**src/rtl/in_port_if.sv**
```systemverilog
// Producer/processor-side bundle of the input-port controller.
interface in_port_if #(
  parameter int unsigned W     = 16,
  parameter int unsigned DEPTH = 4
);
  localparam int unsigned CW = $clog2(DEPTH) + 1;

  logic [W-1:0]  ext_data;
  logic          ext_valid;
  logic          ext_ready;
  logic          in_rd;
  logic          int_en;
  logic [W-1:0]  in_port;
  logic          interrupt;
  logic [CW-1:0] count;
  logic          underflow;

  modport master (
    output ext_data, ext_valid, in_rd, int_en,
    input  ext_ready, in_port, interrupt, count, underflow
  );

  modport slave (
    input  ext_data, ext_valid, in_rd, int_en,
    output ext_ready, in_port, interrupt, count, underflow
  );
endinterface

```
**src/rtl/in_port_ctrl.sv**
```systemverilog
// Input-port controller: buffers producer words in a FIFO for the processor's
// in_port and raises a one-cycle interrupt pulse (re-pulsed on timeout).
module in_port_ctrl #(
  parameter int unsigned W       = 16,
  parameter int unsigned DEPTH   = 4,
  parameter int unsigned TIMEOUT = 64
) (
  input  logic     clk,
  input  logic     rst,
  in_port_if.slave bus
);
  localparam int unsigned AW = $clog2(DEPTH);
  localparam int unsigned CW = AW + 1;
  localparam int unsigned TW = $clog2(TIMEOUT);

  localparam logic [1:0] IDLE    = 2'd0;
  localparam logic [1:0] PULSE   = 2'd1;
  localparam logic [1:0] SERVICE = 2'd2;

  logic [W-1:0]  mem [DEPTH];
  logic [AW-1:0] wp;
  logic [AW-1:0] rp;
  logic [CW-1:0] count;
  logic          underflow;
  logic          interrupt;
  logic [1:0]    state;
  logic [1:0]    state_nxt;
  logic [TW-1:0] tmr;
  logic [TW-1:0] tmr_nxt;

  logic nonempty_c;
  logic full_c;
  logic push_c;
  logic pop_c;
  logic tmr_max_c;

  assign nonempty_c = (count != '0);
  assign full_c     = (count == CW'(DEPTH));
  assign push_c     = bus.ext_valid & ~full_c;
  assign pop_c      = bus.in_rd & nonempty_c;
  assign tmr_max_c  = (tmr == TW'(TIMEOUT - 1));

  assign bus.ext_ready = ~full_c;
  assign bus.in_port   = nonempty_c ? mem[rp] : '0;
  assign bus.count     = count;
  assign bus.underflow = underflow;
  assign bus.interrupt = interrupt;

  // Storage carries no reset; validity is tracked by count alone.
  always_ff @(posedge clk) begin
    if (push_c) mem[wp] <= bus.ext_data;
  end

  // Pointers, occupancy and sticky underflow.
  always_ff @(posedge clk or negedge rst) begin
    if (!rst) begin
      wp        <= '0;
      rp        <= '0;
      count     <= '0;
      underflow <= 1'b0;
    end else begin
      if (push_c) wp <= wp + AW'(1);
      if (pop_c)  rp <= rp + AW'(1);
      if (push_c && !pop_c)      count <= count + CW'(1);
      else if (pop_c && !push_c) count <= count - CW'(1);
      if (bus.in_rd && !nonempty_c) underflow <= 1'b1;
    end
  end

  // Interrupt FSM state, timer and registered pulse output.
  always_ff @(posedge clk or negedge rst) begin
    if (!rst) begin
      state     <= IDLE;
      tmr       <= '0;
      interrupt <= 1'b0;
    end else begin
      state     <= state_nxt;
      tmr       <= tmr_nxt;
      interrupt <= (state_nxt == PULSE);
    end
  end

  // Next state; the timer only runs in SERVICE and restarts on every pop.
  always_comb begin
    state_nxt = state;
    tmr_nxt   = '0;
    case (state)
      IDLE: begin
        if (bus.int_en && nonempty_c) state_nxt = PULSE;
      end
      PULSE: begin
        state_nxt = SERVICE;
      end
      SERVICE: begin
        if (!nonempty_c)                  state_nxt = IDLE;
        else if (bus.int_en && tmr_max_c) state_nxt = PULSE;
        if (!pop_c) tmr_nxt = tmr_max_c ? tmr : tmr + TW'(1);
      end
      default: begin
        state_nxt = IDLE;
      end
    endcase
  end
endmodule

```
**src/flat_wrapper.sv**
```systemverilog
// flat-port wrapper written by rule: the top's interface ports become plain ports
module in_port_ctrl_flat 
#(
  parameter int unsigned W       = 16,
  parameter int unsigned DEPTH   = 4,
  parameter int unsigned TIMEOUT = 64
)
  (clk, rst, bus_ext_data, bus_ext_valid, bus_in_rd, bus_int_en, bus_ext_ready, bus_in_port, bus_interrupt, bus_count, bus_underflow);
  in_port_if #(.W(W), .DEPTH(DEPTH)) bus_i ();
  input  logic clk;
  input  logic rst;
  input wire logic [$bits(bus_i.ext_data)-1:0] bus_ext_data;
  input wire logic [$bits(bus_i.ext_valid)-1:0] bus_ext_valid;
  input wire logic [$bits(bus_i.in_rd)-1:0] bus_in_rd;
  input wire logic [$bits(bus_i.int_en)-1:0] bus_int_en;
  output wire logic [$bits(bus_i.ext_ready)-1:0] bus_ext_ready;
  output wire logic [$bits(bus_i.in_port)-1:0] bus_in_port;
  output wire logic [$bits(bus_i.interrupt)-1:0] bus_interrupt;
  output wire logic [$bits(bus_i.count)-1:0] bus_count;
  output wire logic [$bits(bus_i.underflow)-1:0] bus_underflow;
  assign bus_i.ext_data = bus_ext_data;
  assign bus_i.ext_valid = bus_ext_valid;
  assign bus_i.in_rd = bus_in_rd;
  assign bus_i.int_en = bus_int_en;
  assign bus_ext_ready = bus_i.ext_ready;
  assign bus_in_port = bus_i.in_port;
  assign bus_interrupt = bus_i.interrupt;
  assign bus_count = bus_i.count;
  assign bus_underflow = bus_i.underflow;
  in_port_ctrl #(.W(W), .DEPTH(DEPTH), .TIMEOUT(TIMEOUT)) u_core (.clk(clk), .rst(rst), .bus(bus_i));
endmodule
```
**config.mk**
```make
export PLATFORM = sky130hd
export DESIGN_NAME = in_port_ctrl_flat
export DESIGN_NICKNAME = d
export VERILOG_FILES = /design/src/rtl/in_port_if.sv /design/src/rtl/in_port_ctrl.sv /design/src/flat_wrapper.sv
export SDC_FILE = /design/constraint.sdc
export NUM_CORES = 1
export LEC_CHECK = 0
export ABC_AREA = 1
export CAP_MARGIN = 0
export CORE_UTILIZATION = 50
export DETAILED_ROUTE_END_ITERATION = 6
export HOLD_SLACK_MARGIN = 0.03
export PLACE_DENSITY_LB_ADDON = 0.25
export SETUP_SLACK_MARGIN = 0.15
export SYNTH_ARGS = -nofsm -noshare
export SYNTH_HDL_FRONTEND = slang
export SYNTH_SLANG_ARGS = --single-unit
```
**constraint.sdc**
```tcl
create_clock -name clk -period 2.4 [get_ports clk]
set_input_delay 0.36 -clock clk [delete_from_list [all_inputs] [get_ports clk]]
set_output_delay 0.36 -clock clk [all_outputs]
set_load 0.05 [all_outputs]
```
==> run summary <==
The flow ran to the end, but the final reports show violations. The final reports fail on DRC. Fill cells in the final layout number 522.

Prior to clock tree synthesis, the placed netlist has a worst setup slack of 0.324 ns. Setup violations remaining at the end of the flow were counted as 0. Post-CTS repair changed the size of 0 cells. For the number of setup buffers added after CTS, the log shows 0. Number of placement rows: 29. Detailed placement ended at an HPWL of 3820 um.

Once placement completed, the tool counted placed cells totaling 411. The tools report the least setup slack across all paths after layout as 0.296 ns. Total routing resource utilization after global routing: 18.9%. Entering global routing, the biggest net connects 34 pins. The design draws 5.99 mW. The setup check on the worst reg-to-reg path leaves a slack of 0.52 ns. STA classifies the critical path endpoint as an output pin. The mean instance size in the synthesized netlist is 11.6 um^2. After the flow finishes, the layout carries non-filler instances totaling 427. Counting flops with an async set or reset pin after synthesis yields a share of 21.0%. The core region area was 6490 um^2.

The H-tree depth reported by CTS came out at 3. The longest clock path from root to sink contains 2 buffers. The wire length per cell is 14.4 um.

The detailed-route vias per instance is 5.10, and the total power density per cell area is 1460 nW/um^2. Static timing analysis puts the maximum clock frequency at 475 MHz. The smallest clock period supported by the final layout is computed as 2.10 ns. The required time reported for the critical path endpoint was 2.04 ns. In this run, post-CTS hold repair placed 0 buffers. After synthesis, the netlist uses 27 different library cells. In the post-synthesis netlist, the cell with the most instances is sky130_fd_sc_hd__nor2_1. For the pin with the worst max-slew slack, the measured transition is 0.785 ns. The sum of overflow across all layers after global routing was 0; the antenna cell count was 0. For the count of pins on the block boundary, the log shows 43. Counting flops and latches in the post-synthesis netlist gives 81.

The type of origin of the critical path was a flop. During placement, the flow inserted port buffers numbering 42. The number of antenna violations at the first check in global routing came out at 0. The final hold violation count was 0; the source-to-sink clock delay at the later pin of the worst-skew pair was 0.35 ns. Setup repair after global routing left no endpoint under its margin. The clock net in this run drives a total of 81 sinks. The kind of critical path is flop to output pin.

The number of remaining DRC errors was 1. The number of buffers created by CTS is 9, and the fraction of post-synthesis cell area in the top cell type by area is 56.0%. The tools report the worst hold slack as 0.470 ns. The largest total area in the synthesized netlist belongs to sky130_fd_sc_hd__edfxtp_1. The count of flip-flops with a built-in enable after synthesis is 64, and the post-route clock period utilization is 87.7%. The synthesized netlist occupies a cell area of 3430 um^2. In this run the static leakage power is 1.56 nW. Across the VDD grid, the largest voltage drop is 0.743 mV. Ranked by instance count, the synthesized netlist is headed by 76 x sky130_fd_sc_hd__nor2_1, 64 x sky130_fd_sc_hd__edfxtp_1, 32 x sky130_fd_sc_hd__o21ai_1.

At the end of routability-driven placement, the weighted congestion stood at 0.762. The tool flagged a number of max-cap violations equal to 0. The logs give 0 ns for the aggregate negative setup slack and 2182 for the via count of the first global-routing pass. The logs give 6130 um for the wire length reported by the detailed router and 7200 um^2 for the die area. Measured against its own limit, the worst slew margin works out to 47.5%.

After clock tree synthesis, the clock-pin slew on the worst setup and hold paths is 0.08 ns. The sequential cell area fraction in the yosys report is 68.4%. The run gives 325 as the number of nets produced by synthesis. From synthesis to final layout, the design area changed by 19.2%. Among all flip-flop cells after synthesis, the most frequent one is sky130_fd_sc_hd__edfxtp_1. The number of nets with antenna violations after routing was 0; the starting utilization of the core area was 52.8%.

Destination of the worst register-to-register timing path: u_core.bus.count[2]. The first routing iteration left 116 violations. The clock arrives with 0.00910 ns of skew. The min-delay analysis places its worst path in the category input port to asynchronous set/reset pin. The detailed-route via count came out at 2178. The final layout contains 373 nets. After synthesis, the cell types taking the most area are sky130_fd_sc_hd__edfxtp_1 56%, sky130_fd_sc_hd__dfrtp_1 12%, sky130_fd_sc_hd__nor2_1 8.3%. The number of warnings reported in the yosys synthesis log is 0, and the maximum net fanout on the critical path is 4. Counting cells, the worst reg-to-reg path comes to 9. The cell sitting at the root of the clock tree is a sky130_fd_sc_hd__clkbuf_8. The run gives 297 as the gate count of the mapped netlist. Before antenna repair, the detailed router went through 6 iterations. TritonCTS built the clock tree. The first global-routing pass estimated 9990 um of wire. The proportion of layout cells with a drive suffix above 1 was 14.9%; the die extent in x was 84.8 um. The max-slew violation count was 0; the critical path arrival was 1.74 ns. The tools report the startpoint of the worst-slack reg-to-reg timing path as u_core.bus.count[1].

Overall die height: 84.8 um.
[flip-flops by register name (all words and copies together), names as in the netlist]
signal                flops
u_core.bus.underflow      1
u_core.state              2
u_core.wp                 2
u_core.mem               64
u_core.tmr                6
u_core.bus.count          3
u_core.bus.interrupt      1
u_core.rp                 2
[metrics by stage]
| step | util [%] | instance area [um^2] |
|---|---|---|
| floorplan | - | 3440 |
| global placement | 59.5 | 3870 |
| detailed placement | 59.5 | 3870 |
| CTS | 62.9 | 4090 |
| global route | 63.0 | 4090 |
| finish | 63.0 | 4090 |
[worst max-delay path, cell delays in order, from the launching register on]
cell,delay [ns]
sky130_fd_sc_hd__dfrtp_2,0.45
sky130_fd_sc_hd__nor2_4,0.17
sky130_fd_sc_hd__nand2_2,0.07
sky130_fd_sc_hd__clkdlybuf4s50_1,0.71
[metal layers]
metal	global-route usage, %	vias to the layer above	share of wire [%]
met2	32.7	49	50
met5	0	-	0
met3	4.47	10	4.3
met1	22.4	1016	43
met4	9.24	0	1.9
li1	-	1103	-
[how the worst max path moves through the flow]
stage	from	end	slack [ns]	depth (start not counted)
global placement	bus_ext_valid	u_core.bus.count[2]	0.37	9
finish	u_core.bus.count[1]	bus_ext_ready	0.30	3
CTS	u_core.rp[0]	bus_in_port[1]	0.22	4
global route	u_core.rp[0]	bus_in_port[15]	0.16	4
floorplan	u_core.bus.count[2]	bus_in_port[10]	0.08	5
detailed placement	bus_ext_valid	u_core.bus.count[2]	0.32	9
[power breakdown]
group	internal [mW]	total (mW)	switching, mW
logic	0.866	2.92	2.05
clock network	0.590	1.07	0.480
registers	1.85	2.00	0.148
total	3.31	5.99	2.68
[layout by cell type, fill, tap and decap left out, drive strengths merged, types with 6 or more instances in the layout]
cell / count
a21oi: 21
buf: 22
clkbuf: 10
clkdlybuf4s50: 26
dfrtp: 17
edfxtp: 64
ha: 6
inv: 21
nand2: 27
nand3: 6
nor2: 78
o21ai: 36
[kinds of logic (layout without fill, tap and decap cells)]
kind of cell    after synthesis  after routing  synth area share, %
compound gates               59             59                 8.90
xor+xnor                      5              5                 1.28
simple gates                113            113                 13.6
buf+inv                      32             85                 5.00
flops                        81             81                 68.4
fa+ha+maj                     7              7                 2.77
[layout make-up]
class / instances / area, um^2 / share of cell area, %
sequential: 81 / 2350 / 57.4
multi-input combinational: 184 / 915 / 22.4
timing repair buffer: 48 / 429 / 10.5
clock buffer: 10 / 128 / 3.12
tap: 77 / 96.3 / 2.36
clock inverter: 6 / 90.1 / 2.20
inverter: 21 / 82.6 / 2.02
Power figures use the tool's default switching activity.
==> RTL change 1 (config.mk and constraints unchanged) <==
`TIMEOUT` is set to 64 in 2 places; all go to 32.
--- a/src/rtl/in_port_ctrl.sv
+++ b/src/rtl/in_port_ctrl.sv
@@ -5,3 +5,3 @@
   parameter int unsigned DEPTH   = 4,
-  parameter int unsigned TIMEOUT = 64
+  parameter int unsigned TIMEOUT = 32
 ) (
--- a/src/flat_wrapper.sv
+++ b/src/flat_wrapper.sv
@@ -5,3 +5,3 @@
   parameter int unsigned DEPTH   = 4,
-  parameter int unsigned TIMEOUT = 64
+  parameter int unsigned TIMEOUT = 32
 )
Check against the original RTL: same outputs for any inputs over 10 cycles, from zero or initial values and one cycle with rst low; that may be too few to reach the edited logic, so the function may still have changed.
==> RTL change 1 against the original RTL <==
  * The run still ends with design-rule violations left
  * Setup slack worse by 0.077 ns
  * Clock skew increased by 0.0018 ns
  * Register-to-register slack worse by 0.04 ns
  * Final area shrank 0.37%
  * Sequential cell count shrank 1
  * Synthesized cell count decreased by 4.0%
  * Power increased by 0.63%
  * Final cell count shrank 1.6%
  * Combinational power grew 2%
  * Synthesized area is 0.91% lower
  * Via count up 0.18%
  * Routed wire length is 3.2% higher
  * Largest cell class unchanged
  * Highest routed layer unchanged
==> RTL change 1: results (changes against the original RTL) <==
- The final layout net count was 367 (was 373).
- Result of the run: finished, violations left (unchanged).
- The part of the Yosys area used for sequential elements is 68.3% (was 68.4%).
- The number of different library cells in the post-synthesis netlist is 25 (was 27).
- The final wirelength came to 6330 um (was 6130 um).
- The total of fill cells in the finished design came to 510 (was 522).
- The synthesized net count is 314 (was 325).
- The reported leakage power is 0.00156 uW (about the same).
- The register share of total power was 33.3% (was 33.4%).
- The data arrival time of the worst path is 1.82 ns (was 1.74 ns).
- The post-place setup slack was 0.263 ns (was 0.324 ns).
- The switching power is 2760 uW (was 2680 uW).
- The fraction of final layout cells sized beyond drive strength 1 came to 16.6% (was 14.9%).
- The first-pass GRT wire length is 10,500 um (was 9990 um).
- The number of DRC violations after detailed-routing iteration 0 is 207 (was 116).
- The via count of the first global-routing pass is 2,207 (was 2,182).
- The post-route met1 wirelength is 2820 um (was 2660 um).
- The met2 usage is 32.0% (was 32.7%).
- The final routed DRC violation total came to 2 (was 1).
- The global routing met3 resource utilization is 3.93% (was 4.47%).
- Violated checks: design-rule violations (unchanged).
- The met3 wire length is 286 um (was 265 um).
- The largest net degree at the start of global routing came to 25 (was 34).
- The area of placed instances was 3840 sq um (was 3870 sq um).
- The total combinational power is 2990 uW (was 2920 uW).
-- RTL change 1: cell count changes in the layout (fill, tap and decap cells not counted), moves of 2 or more --
cell and change:
buf_4 +5, nand2_1 -11, nor2_1 -2, nand2_2 -3, clkinv_2 -2, inv_6 +3
a21oi_1 -4, nand4_1 +4, dfrtp_1 -2, nand2_4 +2, inv_1 +2
-- RTL change 1: through the flow --
step | hold slack [ns] | instances | util (%) | power (uW)
6_report | 0.431 | 420 | 63.1 | 6020
5_1_grt | 0.488 | 420 | 63.1 | 6370
4_1_cts | 0.469 | 418 | 62.8 | 6020
3_5_place_dp | 0.462 | 402 | 59.5 | 4980
3_3_place_gp | 0.452 | 402 | 59.5 | 4940
2_1_floorplan | 0.0644 | 285 | - | 4210
-- RTL change 1: area by class of cell --
cell class	instances	share of cell area (%)
inverters	22	2.15
multi-input cells	172	21.9
repair buffers	53	11.5
clock inverters	7	2.06
flip-flops and latches	80	57.1
clock buffers	9	3.04
well taps	77	2.36
-- RTL change 1: kinds of logic (layout without fill, tap and decap cells) --
family                     count (synthesis)  in the layout  synth area share (%)
buffers and inverters                     33             91                  5.48
and+or+nand+nor                          102            102                  13.0
xor gates and xnor gates                   6              6                  1.55
adders and majority gates                  8              8                  3.17
AOI/OAI and AO/OA                         56             56                  8.54
DFF                                       80             80                  68.3
-- RTL change 1: worst paths after layout --
check	from	endpoint	slack, ns	cells past startpoint
worst min register to register	u_core.state[1]	u_core.state[1]	0.47	1
min in group clk	u_core.state[1]	u_core.state[1]	0.47	1
worst min-delay path	rst	u_core.wp[0]	0.43	1
worst max register to register	u_core.bus.count[1]	u_core.bus.count[2]	0.48	9
max in group asynchronous	rst	u_core.rp[0]	1.46	1
worst max-delay path	u_core.bus.count[1]	bus_ext_ready	0.22	3
==> RTL change 2 (same flow settings) <==
Without the edit above. Reset style: synchronous (`rst`), changed in 2 clocked blocks.
--- a/src/rtl/in_port_ctrl.sv
+++ b/src/rtl/in_port_ctrl.sv
@@ -54,3 +54,3 @@
   // Pointers, occupancy and sticky underflow.
-  always_ff @(posedge clk or negedge rst) begin
+  always_ff @(posedge clk) begin
     if (!rst) begin
@@ -70,3 +70,3 @@
   // Interrupt FSM state, timer and registered pulse output.
-  always_ff @(posedge clk or negedge rst) begin
+  always_ff @(posedge clk) begin
     if (!rst) begin
Function: differs if rst is asserted again (counterexample within 4 cycles, from zero or initial values and one cycle with rst low); with rst held inactive, the same outputs for 10 cycles.
==> RTL change 2 against the original RTL <==
  * Sequential cell count up 2
  * Routed wire length up 6.2%
  * Register-to-register slack about the same
  * Clock skew down 0.0039 ns
  * Utilization down 0.88 points
  * Sequential share of layout area down 2.5 points
  * Critical path depth unchanged
  * Final area up 2.6%
  * Setup slack worse by 0.027 ns
  * Synthesized area up 1.5%
  * Power down 15%
  * Die area up 1.5%
  * Synthesized cell count up 6.7%
  * Non-clock buffer count unchanged
==> RTL change 2: results (changes against the original RTL) <==
- The post-route met1 wirelength is 2760 um (was 2660 um).
- Result of the run: finished clean (was finished, violations left).
- The path class of the lowest-slack min-delay path was register to register (was input pin to asynchronous set/reset pin).
- The reported leakage power is 0.00154 uW (was 0.00156 uW).
- The via count of the first global-routing pass is 2,334 (was 2,182).
- The worst stage delay on the critical path is 0.80 ns (was 0.71 ns).
- The average vias per placed instance came to 5.19 (was 5.10).
- The non-clock inverter total of the final layout is 26 (was 21).
- The number of multi-input combinational cells in the layout is 197 (was 184).
- The power density over cell area came to 1210 nW/um^2 (was 1460 nW/um^2).
- Commonest cells in the synthesized netlist: 84 x nor2_1, 64 x edfxtp_1, 30 x o21ai_1, 24 x a21oi_1, 23 x nand2_1 (was 76 x nor2_1, 64 x edfxtp_1, 32 x o21ai_1, 24 x nand2_1, 20 x a21oi_1).
- The detailed placer's ending HPWL came to 4030 um (was 3820 um).
- The iteration count of the initial detailed-routing pass is 4 (was 6).
- The post-route cell area is 4200 sq um (was 4090 sq um).
- The global routing usage on met1 came to 24.1% (was 22.4%).
- The number of DRC violations after detailed-routing iteration 0 came to 187 (was 116).
- The area of the core region is 6760 sq um (was 6490 sq um).
- Top area cells in the synthesized netlist: edfxtp_1 55%, dfxtp_1 11%, nor2_1 9.1% (was edfxtp_1 56%, dfrtp_1 12%, nor2_1 8.3%).
- The worst clock skew is 0.00522 ns (was 0.00910 ns).
- The final wirelength is 6510 um (was 6130 um).
- The cell-internal power is 3030 uW (was 3310 uW).
- The total instance count after detailed placement came to 434 (was 411).
- The final estimated routing congestion in global placement is 0.783 (was 0.762).
- The clock-cell share of area is 4.95% (was 5.32%).
- The part of the Yosys area used for sequential elements came to 66.1% (was 68.4%).
- The synthesized net count is 345 (was 325).
- The buffer share of cell area is 11.6% (was 10.5%).
- The global-route total usage across every layer is 19.6% (was 18.9%).
- The register fraction of the total cell area is 54.9% (was 57.4%).
- The area of placed instances is 3990 sq um (was 3870 sq um).
- The maximum resistive drop on vdd is 0.930 mV (was 0.743 mV).
- The count of non-filler cells in the finished layout is 450 (was 427).
- The length of routed met2 wiring is 3380 um (was 3090 um).
- The first-pass GRT wire length is 10,800 um (was 9990 um).
- The fraction of final layout cells sized beyond drive strength 1 is 15.9% (was 14.9%).
- The total sequential power came to 1820 uW (was 2000 uW).
==> RTL change 2: changes by cell type after synthesis, sizes merged, moves of 2 or more <==
cell   unedited run  this run
inv              21        26
dfxtp             0        19
xor2              4         1
nand3             6         8
o21ai            36        38
nor2             78        86
a21oi            21        27
dfrtp            17         0
==> RTL change 2: final timing paths <==
check	start	endpoint	slack (ns)	depth (start not counted)
worst max-delay path	u_core.bus.count[1]	bus_ext_ready	0.27	3
worst max register to register	u_core.bus.count[1]	u_core.bus.count[2]	0.52	11
worst min register to register	u_core.bus.underflow	u_core.bus.underflow	0.46	2
worst min-delay path	u_core.bus.underflow	u_core.bus.underflow	0.46	2
==> RTL change 2: cell families after synthesis <==
family	Yosys count	share of synthesized area [%]
adder cells (fa/ha/maj)	7	2.73
AND/OR/NAND/NOR	124	14.9
AO/OA/AOI/OAI	65	9.66
buffers and inverters	37	6.39
flip-flops	83	66.1
XOR/XNOR	1	0.251
